$ cat src/rtl/frame_dewhitener_pkg.sv
// Shared types and constants for the receive-side frame de-whitener and
// the whitening LFSR it shares with the transmit side.
package frame_dewhitener_pkg;

  typedef enum logic [1:0] {
    HUNT    = 2'd0,
    HDR     = 2'd1,
    PAYLOAD = 2'd2
  } state_e;

  localparam logic [15:0] LFSR_SEED    = 16'hFFFF;
  localparam int          TAP_A        = 15;
  localparam int          TAP_B        = 4;
  localparam int          TAP_C        = 1;
  localparam int          TAP_D        = 0;
  localparam logic [31:0] SYNC_DEFAULT = 32'h1ACFFC1D;

endpackage

$ cat src/rtl/whiten_lfsr.sv
// Whitening LFSR: reseeds to all ones on seed_load, steps on advance.
// mask_bit is the mask for the word currently being processed.
module whiten_lfsr
  import frame_dewhitener_pkg::*;
#(
  parameter int LFSR_W = 16
) (
  input  logic clk,
  input  logic rst_n,
  input  logic seed_load,
  input  logic advance,
  output logic mask_bit
);

  localparam logic [LFSR_W-1:0] SEED = LFSR_W'(LFSR_SEED);

  logic [LFSR_W-1:0] lfsr_q, lfsr_d;
  logic              fb;

  always_comb begin
    fb     = lfsr_q[TAP_A] ^ lfsr_q[TAP_B] ^ lfsr_q[TAP_C] ^ lfsr_q[TAP_D];
    lfsr_d = lfsr_q;
    // A reseed wins over an advance so every frame starts from the seed.
    if (seed_load) begin
      lfsr_d = SEED;
    end else if (advance) begin
      lfsr_d = {lfsr_q[LFSR_W-2:0], fb};
    end
  end

  always_ff @(posedge clk) begin
    if (!rst_n) begin
      lfsr_q <= SEED;
    end else begin
      lfsr_q <= lfsr_d;
    end
  end

  assign mask_bit = lfsr_q[0];

endmodule

$ cat src/rtl/frame_dewhitener.sv
// Receive stage: hunts for sync, takes a length header, de-whitens that many
// payload words and flags first/last word. Handshake: valid_i strobes one
// word per cycle with no backpressure; valid_o qualifies d_o/sof_o/eof_o.
module frame_dewhitener
  import frame_dewhitener_pkg::*;
#(
  parameter int          W       = 32,
  parameter int          LFSR_W  = 16,
  parameter logic [31:0] SYNC    = SYNC_DEFAULT,
  parameter int          MAX_LEN = 1024
) (
  input  logic         clk,
  input  logic         rst_n,
  input  logic         valid_i,
  input  logic [W-1:0] d_i,
  output logic         valid_o,
  output logic [W-1:0] d_o,
  output logic         sof_o,
  output logic         eof_o,
  output logic         hdr_err_o,
  output logic         locked_o,
  output logic [15:0]  frame_cnt_o
);

  localparam logic [W-1:0] SYNC_W    = W'(SYNC);
  localparam logic [15:0]  MAX_LEN_L = 16'(MAX_LEN);

  state_e         state_q, state_d;
  logic [15:0]    len_q, len_d;
  logic [15:0]    cnt_q, cnt_d;
  logic           valid_q, valid_d;
  logic [W-1:0]   dout_q, dout_d;
  logic           sof_q, sof_d;
  logic           eof_q, eof_d;
  logic           hdr_err_q, hdr_err_d;
  logic           locked_q, locked_d;
  logic [15:0]    frame_cnt_q, frame_cnt_d;

  logic           seed_load;
  logic           advance;
  logic           mask_bit;
  logic [15:0]    hdr_len;
  logic [15:0]    cnt_inc;
  logic           last_word;

  whiten_lfsr #(.LFSR_W(LFSR_W)) u_lfsr (
    .clk       (clk),
    .rst_n     (rst_n),
    .seed_load (seed_load),
    .advance   (advance),
    .mask_bit  (mask_bit)
  );

  assign hdr_len   = d_i[15:0];
  assign cnt_inc   = cnt_q + 16'd1;
  assign last_word = (cnt_inc == len_q);

  always_comb begin
    state_d     = state_q;
    len_d       = len_q;
    cnt_d       = cnt_q;
    valid_d     = 1'b0;
    dout_d      = dout_q;
    sof_d       = 1'b0;
    eof_d       = 1'b0;
    hdr_err_d   = 1'b0;
    frame_cnt_d = frame_cnt_q;
    seed_load   = 1'b0;
    advance     = 1'b0;
    if (valid_i) begin
      case (state_q)
        HUNT: begin
          if (d_i == SYNC_W) state_d = HDR;
        end
        HDR: begin
          // The header is never whitened and is never re-checked for sync.
          if (hdr_len == 16'd0 || hdr_len > MAX_LEN_L) begin
            hdr_err_d = 1'b1;
            state_d   = HUNT;
          end else begin
            len_d     = hdr_len;
            cnt_d     = 16'd0;
            seed_load = 1'b1;
            state_d   = PAYLOAD;
          end
        end
        PAYLOAD: begin
          valid_d = 1'b1;
          dout_d  = d_i ^ {W{mask_bit}};
          sof_d   = (cnt_q == 16'd0);
          eof_d   = last_word;
          cnt_d   = cnt_inc;
          advance = 1'b1;
          if (last_word) begin
            frame_cnt_d = frame_cnt_q + 16'd1;
            state_d     = HUNT;
          end
        end
        default: state_d = HUNT;
      endcase
    end
    locked_d = (state_d == HDR) || (state_d == PAYLOAD);
  end

  always_ff @(posedge clk) begin
    if (!rst_n) begin
      state_q     <= HUNT;
      len_q       <= 16'd0;
      cnt_q       <= 16'd0;
      valid_q     <= 1'b0;
      dout_q      <= '0;
      sof_q       <= 1'b0;
      eof_q       <= 1'b0;
      hdr_err_q   <= 1'b0;
      locked_q    <= 1'b0;
      frame_cnt_q <= 16'd0;
    end else begin
      state_q     <= state_d;
      len_q       <= len_d;
      cnt_q       <= cnt_d;
      valid_q     <= valid_d;
      dout_q      <= dout_d;
      sof_q       <= sof_d;
      eof_q       <= eof_d;
      hdr_err_q   <= hdr_err_d;
      locked_q    <= locked_d;
      frame_cnt_q <= frame_cnt_d;
    end
  end

  assign valid_o     = valid_q;
  assign d_o         = dout_q;
  assign sof_o       = sof_q;
  assign eof_o       = eof_q;
  assign hdr_err_o   = hdr_err_q;
  assign locked_o    = locked_q;
  assign frame_cnt_o = frame_cnt_q;

endmodule

$ cat config.mk
export PLATFORM = sky130hd
export DESIGN_NAME = frame_dewhitener
export DESIGN_NICKNAME = d
export VERILOG_FILES = /design/src/rtl/frame_dewhitener_pkg.sv /design/src/rtl/whiten_lfsr.sv /design/src/rtl/frame_dewhitener.sv
export SDC_FILE = /design/constraint.sdc
export NUM_CORES = 1
export LEC_CHECK = 0
export CORE_MARGIN = 5
export CORE_UTILIZATION = 35
export DETAILED_ROUTE_END_ITERATION = 10
export PLACE_DENSITY_LB_ADDON = 0.15
export SKIP_CTS_REPAIR_TIMING = 1
export SLEW_MARGIN = 20
export SYNTH_ARGS = -nofsm -noshare
export SYNTH_HDL_FRONTEND = slang
export SYNTH_HIERARCHICAL = 1
export SYNTH_SLANG_ARGS = --single-unit
export TNS_END_PERCENT = 100
$ cat constraint.sdc
create_clock -name clk -period 7.7 [get_ports clk]
set_input_delay 0.77 -clock clk [delete_from_list [all_inputs] [get_ports clk]]
set_output_delay 0.77 -clock clk [all_outputs]
set_load 0.05 [all_outputs]
==> results of run 1 <==
cell type report:
type / instances / area share
Multi-Input combinational cell: 440 / 0.438
Sequential cell: 103 / 0.325
Timing Repair Buffer: 90 / 0.141
Clock buffer: 14 / 0.0432
Tap cell: 184 / 0.0363
Inverter: 18 / 0.0107
Clock inverter: 2 / 0.00592
worst max-delay path by stage:
stage | slack (ns) | end | cells past startpoint
after floorplan | 5.21 | frame_cnt_o[13]$_SDFFE_PN0P_ | 9
after global routing | 3.74 | u_lfsr/lfsr_q[9]$_SDFFE_PP1P_ | 7
after CTS | 4.09 | u_lfsr/lfsr_q[0]$_SDFFE_PP1P_ | 7
final | 4.07 | u_lfsr/lfsr_q[0]$_SDFFE_PP1P_ | 7
after detailed placement | 3.73 | u_lfsr/lfsr_q[0]$_SDFFE_PP1P_ | 7
after global placement | 3.83 | u_lfsr/lfsr_q[0]$_SDFFE_PP1P_ | 7
critical path, cell delays in order:
cell,delay [ns]
clkdlybuf4s50_1,0.46
nor4_1,0.51
a31o_2,0.26
a211o_1,0.51
inv_1,0.35
nor2b_1,0.84
nand3b_1,0.13
per-layer routing:
metal / vias up / global-route usage / wire, um
li1: 2249 / - / -
met1: 2084 / 0.210 / 6070
met2: 115 / 0.257 / 6370
met3: 20 / 0.0402 / 642
met4: 0 / 0.0514 / 235
met5: - / 0 / 0
registers in the layout, indices dropped and copies added (netlist names):
register       cells
d_o               32
eof_o              1
u_lfsr/lfsr_q     16
sof_o              1
valid_o            1
len_q             16
frame_cnt_o       16
state_q            2
locked_o           1
cnt_q             16
hdr_err_o          1
power groups by stage:
stage / Combinational [uW] / Sequential, uW / Clock [uW]
2_1_floorplan: 18.2 / 545 / 0
3_3_place_gp: 46.3 / 545 / 0
3_5_place_dp: 46.7 / 545 / 0
4_1_cts: 46.9 / 532 / 491
5_1_grt: 50.3 / 532 / 510
6_report: 46.7 / 532 / 473
cells in the final DEF (no fill, tap or decap), types with 3 or more instances in the layout:
| master | instances |
|---|---|
| nor3_1 | 12 |
| nand2_1 | 72 |
| xnor2_1 | 49 |
| and4_1 | 5 |
| clkbuf_16 | 9 |
| and2_1 | 6 |
| o21a_1 | 5 |
| and3_1 | 10 |
| clkbuf_8 | 3 |
| nor4_2 | 7 |
| a31o_1 | 5 |
| a31oi_1 | 7 |
| a21oi_1 | 31 |
| clkdlybuf4s50_1 | 87 |
| inv_1 | 16 |
| a211oi_1 | 32 |
| nand3b_1 | 4 |
| nor3b_1 | 4 |
| xor2_1 | 5 |
| dfxtp_1 | 102 |
| or3_1 | 4 |
| buf_4 | 3 |
| ha_1 | 3 |
| nor2b_1 | 3 |
| nor4_1 | 14 |
| nand2b_1 | 6 |
| nand3_1 | 16 |
| nor2_1 | 60 |
| o21ai_0 | 19 |
| mux2i_1 | 22 |
| nand4_1 | 18 |
logic make-up after synthesis:
family / Yosys count / synth area share
AOI/OAI and AO/OA: 111 / 0.140
xor gates and xnor gates: 56 / 0.101
adders and majority gates: 3 / 0.00733
buffers and inverters: 64 / 0.0571
DFF: 103 / 0.402
muxes: 23 / 0.0452
and+or+nand+nor: 247 / 0.247
through the flow:
stage / hold slack [ns] / total power [uW]
final: 0.475 / 1050
after global placement: 0.455 / 591
after CTS: 0.476 / 1070
after floorplan: 0.441 / 563
after detailed placement: 0.461 / 591
after global routing: 0.497 / 1090
==> implementation parameters, run 1 <==
Parameter                              Value

Outcome
  Outcome    finished, final reports clean

Clock tree
  Buffers from clock root to sink, at most    2
  Total clock sinks    103
  Clock latency on the worst-skew pair    0.35 ns
  H-tree lvl count    3
  CTS tree    yes
  Clk Tree Root Cell    clkbuf_16
  CTS buffer count    9
  Clock transition at the registers of the reported paths    about 0.060 ns

Timing
  RSZ-0062 raised after global routing    no
  Total negative slack    0 ns
  Setup skew after layout    0.00805 ns
  Final Hold Violating Endpoints    0
  Final Cycle Share    0.472
  Max-slew violations    0
  Post-layout worst setup margin    4.07 ns
  Max Freq    275 MHz
  Min cycle time layout    about 3.6 ns
  Final setup viols    0
  Headroom to the max-slew limit    0.312
  Transition time at the pin with the least slew margin    1.03 ns

Min path
  Hold Path Sink    u_lfsr/lfsr_q[10]$_SDFFE_PP1P_
  Number of cells on the worst hold path    2
  HP Class    flop to flop
  Worst min-delay path startpoint    u_lfsr/lfsr_q[10]$_SDFFE_PP1P_

Run
  Max-capacitance violation count    0

GRT
  Number of global-route vias before repair    4,183
  Pin count of the biggest net entering global routing    75
  Sum of overflow across all layers after global routing    0
  Number of antenna violations at the first check in global routing    0
  GRT Overall Usage    0.160
  Global-route wire length before repair    21.7 mm

Placement
  Number of cells in the design after placement    approximately 840
  RD Place Congestion    0.893
  Count of port buffers added during placement    87
  Placed wire-length estimate after detailed placement    9.38 mm
  Post-Place Setup Slack    3.73 ns
  Placed instance area    about 0.0060 mm2

Floorplan
  IO Pins    roughly 90
  Die Outline Area    0.0172 mm2
  Core area    0.0144 mm2
  Die Width    approximately 130 um
  Die Span Y    131 um
  Effective utilization at floorplan    0.355
  Floorplan row count    between 40 and 50

Layout
  Final Net Count    700
  Final design utilization    0.440
  Synthesis-to-layout area growth    23.8%
  Footprint of the flip-flops and latches    0.00206 mm2
  Non-filler cells, final    851
  Multi-input gate area    roughly 0.0028 mm2
  Total inserted antenna cells    0
  Finished Cell Area    between 0.006 and 0.007 mm2
  Proportion of layout cells with a drive suffix above 1    0.0450
  Number of inserted filler cells in the final layout    1,450

Power
  Maximum VDD drop    0.0000988 V
  Comb pwr share    0.044
  Internal Dissipation    835 uW
  Net switching power of the design    around 220 uW
  Share of total power in sequential cells    0.506
  Leakage power of the design    0.00206 uW
  Clock group share of total power    0.450
  PD cells    166 mW/mm2
  Switching fraction of total power    0.206

Routing
  Routed wire per std cell    15.7 um
  Post-DRT Antenna Nets    0
  Detailed-router iteration count before antenna repair    4
  Routed wire length    ~13 mm
  Total via count in the routed design    4,468
  Vias/cell    about 5.3
  DR DRC count    0
  Starting DRT DRC Count    255

Critical path
  Worst reg2reg startpoint    state_q[1]$_SDFF_PN0_
  CP startpoint kind    primary input
  Launching element of the worst setup path    d_i[1]
  Crit path arrival time    3.83 ns
  Data required time of the critical path    7.89 ns
  Crit Reg-Reg Endpoint    u_lfsr/lfsr_q[0]$_SDFFE_PP1P_
  Worst Reg2Reg Path Length in Cells    8
  Setup crit end kind    flop
  Maximum fanout along the worst path    21
  Flop-to-flop setup slack    4.54 ns
  Crit path kind    primary input to flop

Logic synthesis
  Number of warnings reported in the yosys synthesis log    6
  Post-synthesis instance area    just over 0.005 mm2
  Number of enable flip-flop cells after synthesis    0
  Number of instances in the synthesized netlist    607
  Library cell occupying the most area in the post-synthesis netlist    dfxtp_1
  Count of distinct cell types in the synthesized netlist    52
  Register area share after synthesis    0.402
  Most instantiated library cell after synthesis    dfxtp_1
  Flip-flop and latch count after synthesis    just over 100
  Proportion of netlist area held by the largest area contributor    0.402
  Ys async rst share    0
  Biggest area contributors in the synthesized netlist    dfxtp_1 40%, xnor2_1 8.4%, nand2_1 5.3%
  Post-synth top flop    dfxtp_1
  Synthesized Nets    645
  Mean instance size in the synthesized netlist    8.44 um2
  Top cell types by occurrence after synthesis    103 x dfxtp_1, 72 x nand2_1, 60 x nor2_1, 49 x xnor2_1, 32 x a211oi_1
Note: power is estimated with default switching activity, not from simulation.
==> inputs of run 2 (changes only) <==
==> constraint.sdc (replaced) <==
create_clock -name clk -period 3.3 [get_ports clk]
set_input_delay 0.33 -clock clk [delete_from_list [all_inputs] [get_ports clk]]
set_output_delay 0.33 -clock clk [all_outputs]
set_load 0.05 [all_outputs]
==> run 2 against run 1 <==
Against the previous run: worst hold slack worse by 0.0019 ns; cell area rose by 1.1%; clock power increased by 130%; die area did not move; utilization rose by 0.50 points; combinational power up 140%; routed wire length is 1.6% higher; non-clock buffer count grew 9; worst setup slack lost 3.6 ns; global-route usage up 0.42 points; clock skew rose by 0.0016 ns; power up 130%; largest cell class unchanged; highest routed layer unchanged.
==> implementation parameters, run 2 (synthesized netlist as in run 1, its figures left out) <==
Parameter                              Value

Outcome
  Outcome    finished, final reports clean

Timing
  RSZ-0062 raised after global routing    no
  Post-layout worst setup margin    0.470 ns
  Setup skew after layout    0.00967 ns
  Total negative slack    0 ns
  Final setup viols    0
  Max Freq    roughly 350 MHz
  Max-slew violations    0
  Min cycle time layout    2.83 ns
  Headroom to the max-slew limit    0.317
  Transition time at the pin with the least slew margin    1.03 ns
  Final Cycle Share    0.858
  Final Hold Violating Endpoints    0

Clock tree
  CTS tree    yes
  Buffers from clock root to sink, at most    2
  Total clock sinks    slightly above 100
  Clock transition at the registers of the reported paths    0.07 ns
  Clock latency on the worst-skew pair    ~0.35 ns
  Clk Tree Root Cell    clkbuf_16
  CTS buffer count    9
  H-tree lvl count    3

Critical path
  Worst Reg2Reg Path Length in Cells    8
  Crit path kind    flop to flop
  Worst stage delay on the critical path    between 0.4 and 0.5 ns
  CP startpoint kind    flop
  Flop-to-flop setup slack    0.47 ns
  Worst reg2reg startpoint    cnt_q[0]$_SDFFE_PN0P_
  Largest delay share family, worst path    simple AND/OR/NAND/NOR gates
  Crit Reg-Reg Endpoint    frame_cnt_o[6]$_SDFFE_PN0P_
  Number of buffer and inverter stages on the critical path    0
  Cell at the slowest stage of the critical path    or3_1
  CP Cell Sequence    ha_1, and3_1, nand3_1, nor4_2, o211ai_1, or3_1, nor4_2, mux2i_1
  CP most frequent cell    nor4_2
  Setup crit end kind    flop
  Maximum fanout along the worst path    8
  Data required time of the critical path    3.58 ns
  Crit path arrival time    3.11 ns
  Launching element of the worst setup path    cnt_q[0]$_SDFFE_PN0P_

Routing
  Routed wire length    ~14 mm
  Vias/cell    5.30
  Routed wire per std cell    ~16 um
  Starting DRT DRC Count    ~270
  Post-DRT Antenna Nets    0
  Total via count in the routed design    4,554
  Detailed-router iteration count before antenna repair    4
  DR DRC count    0

Min path
  Number of cells on the worst hold path    2
  Worst min-delay path startpoint    u_lfsr/lfsr_q[10]$_SDFFE_PP1P_
  HP Class    flop to flop
  Hold Path Sink    u_lfsr/lfsr_q[10]$_SDFFE_PP1P_

Layout
  Total inserted antenna cells    0
  Commonest cells after routing, fill and taps aside    102 x dfxtp_1, 87 x clkdlybuf4s50_1, 72 x nand2_1
  Synthesis-to-layout area growth    25.2%
  Commonest non-fill, non-tap cell in the layout    dfxtp_1
  Proportion of layout cells with a drive suffix above 1    0.0593
  Finished Cell Area    0.00641 mm2
  Final design utilization    0.445
  Final Net Count    709
  Number of flip-flops in the largest register    32

Placement
  RD Place Congestion    0.867
  Count of port buffers added during placement    87
  Placed wire-length estimate after detailed placement    9.66 mm
  Placed instance area    0.00611 mm2
  Post-Place Setup Slack    0.449 ns

Power
  Maximum VDD drop    between 0.0002 and 0.00025 V
  PD cells    between 300 and 400 mW/mm2
  Leakage power of the design    0.00210 uW

GRT
  Sum of overflow across all layers after global routing    0
  Global-route wire length before repair    22.0 mm
  GRT Overall Usage    0.164
  Pin count of the biggest net entering global routing    86
  Number of antenna violations at the first check in global routing    0
  Number of global-route vias before repair    4,168

Floorplan
  IO Pins    88
  Die Span Y    131 um
  Die Width    131 um
  Effective utilization at floorplan    0.355
  Die Outline Area    between 0.015 and 0.02 mm2
  Core area    approximately 0.014 mm2
  Floorplan row count    44

Run
  Max-capacitance violation count    0
run 2: cell count changes in the layout (fill, tap and decap cells not counted), sizes merged:
cell / change
inv: +2
clkbuf: -4
buf: +9
clkinvlp: +1
run 2: area by class of cell:
type                    count  area, um2
clock buffers              10        239
clock inverters             5       65.1
fillers                  1461       8010
inverters                  18       67.6
multi-input cells         440       2780
flip-flops and latches    103       2060
well taps                 184        230
repair buffers             99        973
run 2: metal layers:
layer / wire (um) / part of all wire / track usage / vias to the layer above
li1: - / - / - / 2262
met1: 6370 / 0.47 / 0.215 / 2180
met2: 6310 / 0.47 / 0.264 / 91
met3: 523 / 0.039 / 0.0301 / 21
met4: 339 / 0.025 / 0.0714 / 0
met5: 0 / 0 / 0 / -
run 2: stage by stage:
step,power (uW),instances,hold WS [ns]
after floorplan,1310,607,0.441
after global placement,1380,844,0.456
after detailed placement,1380,844,0.461
after CTS,2490,859,0.480
after global routing,2550,859,0.495
final,2450,859,0.473
run 2: where the power goes:
group | leakage (uW) | internal [uW] | switching (uW)
clock | 0.000143 | 613 | 480
sequential | 0.000829 | 1240 | 0.000499
combinational | 0.00113 | 56.4 | 55.7
run 2: worst max-delay path by stage:
stage | endpoint | slack, ns | cells past startpoint
after floorplan | frame_cnt_o[13]$_SDFFE_PN0P_ | 0.81 | 9
after global placement | cnt_q[5]$_SDFFE_PN0P_ | 0.48 | 8
after detailed placement | cnt_q[5]$_SDFFE_PN0P_ | 0.45 | 8
after CTS | frame_cnt_o[6]$_SDFFE_PN0P_ | 0.45 | 8
after global routing | frame_cnt_o[13]$_SDFFE_PN0P_ | 0.24 | 8
final | frame_cnt_o[6]$_SDFFE_PN0P_ | 0.47 | 8
run 2: worst reg2reg max path: stages (launching register included):
cell      delay [ns]
dfxtp_1         0.46
ha_1            0.28
and3_1          0.30
nand3_1         0.23
nor4_2          0.35
o211ai_1        0.11
or3_1           0.47
nor4_2          0.36
mux2i_1         0.21
==> inputs of run 3 (changes only) <==
--- a/config.mk
+++ b/config.mk
@@ -8,6 +8,7 @@
 export CORE_MARGIN = 5
 export CORE_UTILIZATION = 35
 export DETAILED_ROUTE_END_ITERATION = 10
+export MAX_ROUTING_LAYER = met4
 export PLACE_DENSITY_LB_ADDON = 0.15
 export SKIP_CTS_REPAIR_TIMING = 1
 export SLEW_MARGIN = 20
==> run 3 against run 2 <==
Against the previous run: via count fell by 1.7%; routed wire length rose by 0.45%; non-clock buffer count rose by 2; sequential power barely moved; count of clock-buffer cells in the layout rose by 1; fmax rose by 0.29%; register-to-register slack barely moved; cell area rose by 0.37%; worst setup slack improved by 0.0083 ns; clock skew fell by 0.0038 ns; cell count rose by 0.23%; die area did not move; largest cell class unchanged; highest routed layer unchanged.
==> implementation parameters, run 3 (synthesized netlist as in run 1, its figures left out) <==
Parameter                              Value

Placement
  Placed instance area    0.00612 mm2
  Count of port buffers added during placement    87
  RD Place Congestion    0.884
  Placed wire-length estimate after detailed placement    9.76 mm

Layout
  Commonest cells after routing, fill and taps aside    102 x dfxtp_1, 87 x clkdlybuf4s50_1, 72 x nand2_1
  Final design utilization    0.446
  Number of inserted filler cells in the final layout    1,446
  Multi-input gate area    0.00278 mm2
  Final Net Count    711
  Synthesis-to-layout area growth    25.6%
  Commonest non-fill, non-tap cell in the layout    dfxtp_1
  Finished Cell Area    0.00644 mm2
  Proportion of layout cells with a drive suffix above 1    0.0606
  Footprint of the flip-flops and latches    slightly above 0.002 mm2
  Number of flip-flops in the largest register    32
  Total inserted antenna cells    0

Floorplan
  Die Span Y    131 um
  Die Outline Area    0.0172 mm2
  IO Pins    88
  Floorplan row count    44
  Core area    ~0.014 mm2
  Effective utilization at floorplan    0.355
  Die Width    between 100 and 150 um

Min path
  Number of cells on the worst hold path    2
  Hold Path Sink    len_q[7]$_SDFFE_PN0P_
  Worst min-delay path startpoint    len_q[7]$_SDFFE_PN0P_
  HP Class    flop to flop

Routing
  DR DRC count    0
  Highest signal layer in the routed design    met4
  Post-DRT Antenna Nets    0
  Routed wire length    13.6 mm
  Detailed-routed wire length on met2    6.52 mm
  Met1 wire length    6.24 mm
  Vias/cell    about 5.2
  Total via count in the routed design    4,476
  Routed wire per std cell    ~16 um
  Met3 routed WL    roughly 650 um
  Detailed-router iteration count before antenna repair    4
  Starting DRT DRC Count    289

Clock tree
  H-tree lvl count    3
  CTS buffer count    9
  Clock latency on the worst-skew pair    0.35 ns
  Clk Tree Root Cell    clkbuf_16
  Clock transition at the registers of the reported paths    ~0.070 ns
  Buffers from clock root to sink, at most    2
  CTS tree    yes
  Total clock sinks    103

GRT
  Sum of overflow across all layers after global routing    0
  Number of global-route vias before repair    4,236
  Number of antenna violations at the first check in global routing    0
  GRT Overall Usage    0.167
  Pin count of the biggest net entering global routing    86
  Global-route wire length before repair    22.0 mm

Power
  PD cells    approximately 390 mW/mm2
  Leakage power of the design    between 0.002 and 0.0025 uW
  Maximum VDD drop    0.000271 V

Critical path
  Flop-to-flop setup slack    0.48 ns
  Data required time of the critical path    between 3 and 4 ns
  Crit path kind    flop to flop
  Crit Reg-Reg Endpoint    frame_cnt_o[9]$_SDFFE_PN0P_
  Crit path arrival time    3.10 ns
  Worst Reg2Reg Path Length in Cells    6
  Setup crit end kind    flop
  CP startpoint kind    flop
  Worst reg2reg startpoint    cnt_q[11]$_SDFFE_PN0P_
  Maximum fanout along the worst path    7

Timing
  Max-slew violations    0
  Setup skew after layout    0.00583 ns
  Total negative slack    0 ns
  Max Freq    354 MHz
  RSZ-0062 raised after global routing    no
  Headroom to the max-slew limit    0.332
  Transition time at the pin with the least slew margin    about 1 ns
  Final setup viols    0
  Final Hold Violating Endpoints    0
  Final Cycle Share    0.855
  Min cycle time layout    2.82 ns

Run
  Max-capacitance violation count    0

Outcome
  Outcome    finished, final reports clean
## run 3: report_power, final
group | internal [uW] | switching [uW] | total [uW]
clock | 679 | 464 | 1140
combinational | 57.2 | 55.0 | 112
sequential | 1240 | 0.000491 | 1240
## run 3: worst max-delay path by stage
stage / startpoint / endpoint / slack, ns
after floorplan: cnt_q[0]$_SDFFE_PN0P_ / frame_cnt_o[13]$_SDFFE_PN0P_ / 0.81
after global placement: d_i[1] / cnt_q[5]$_SDFFE_PN0P_ / 0.45
after detailed placement: d_i[1] / cnt_q[5]$_SDFFE_PN0P_ / 0.40
after CTS: cnt_q[0]$_SDFFE_PN0P_ / frame_cnt_o[7]$_SDFFE_PN0P_ / 0.50
after global routing: cnt_q[0]$_SDFFE_PN0P_ / frame_cnt_o[9]$_SDFFE_PN0P_ / 0.25
final: cnt_q[11]$_SDFFE_PN0P_ / frame_cnt_o[9]$_SDFFE_PN0P_ / 0.48
## run 3: worst max-delay path: stages (launching register included)
cell and delay, ns:
dfxtp_1 0.45, nand4_1 0.29, nor4_1 0.59, xnor2_1 0.23, or4b_1 0.64, nor4_2 0.34
mux2i_1 0.21
## run 3: area by class of cell
type,count,area share
inverters,18,0.0105
clock buffers,11,0.0377
flip-flops and latches,103,0.321
repair buffers,101,0.154
clock inverters,4,0.0109
multi-input cells,440,0.431
well taps,184,0.0358
## run 3: stage by stage
stage	instances	total power, uW	hold WS, ns	setup WS [ns]
after floorplan	607	1310	0.441	0.812
after global placement	846	1380	0.455	0.454
after detailed placement	846	1380	0.458	0.395
after CTS	861	2540	0.472	0.501
after global routing	861	2590	0.490	0.252
final	861	2500	0.469	0.478
## run 3: routing by layer
metal,GRT usage,up-vias
met5,-,-
met4,0.0375,0
met3,0.0411,15
met2,0.270,112
met1,0.212,2083
li1,-,2266
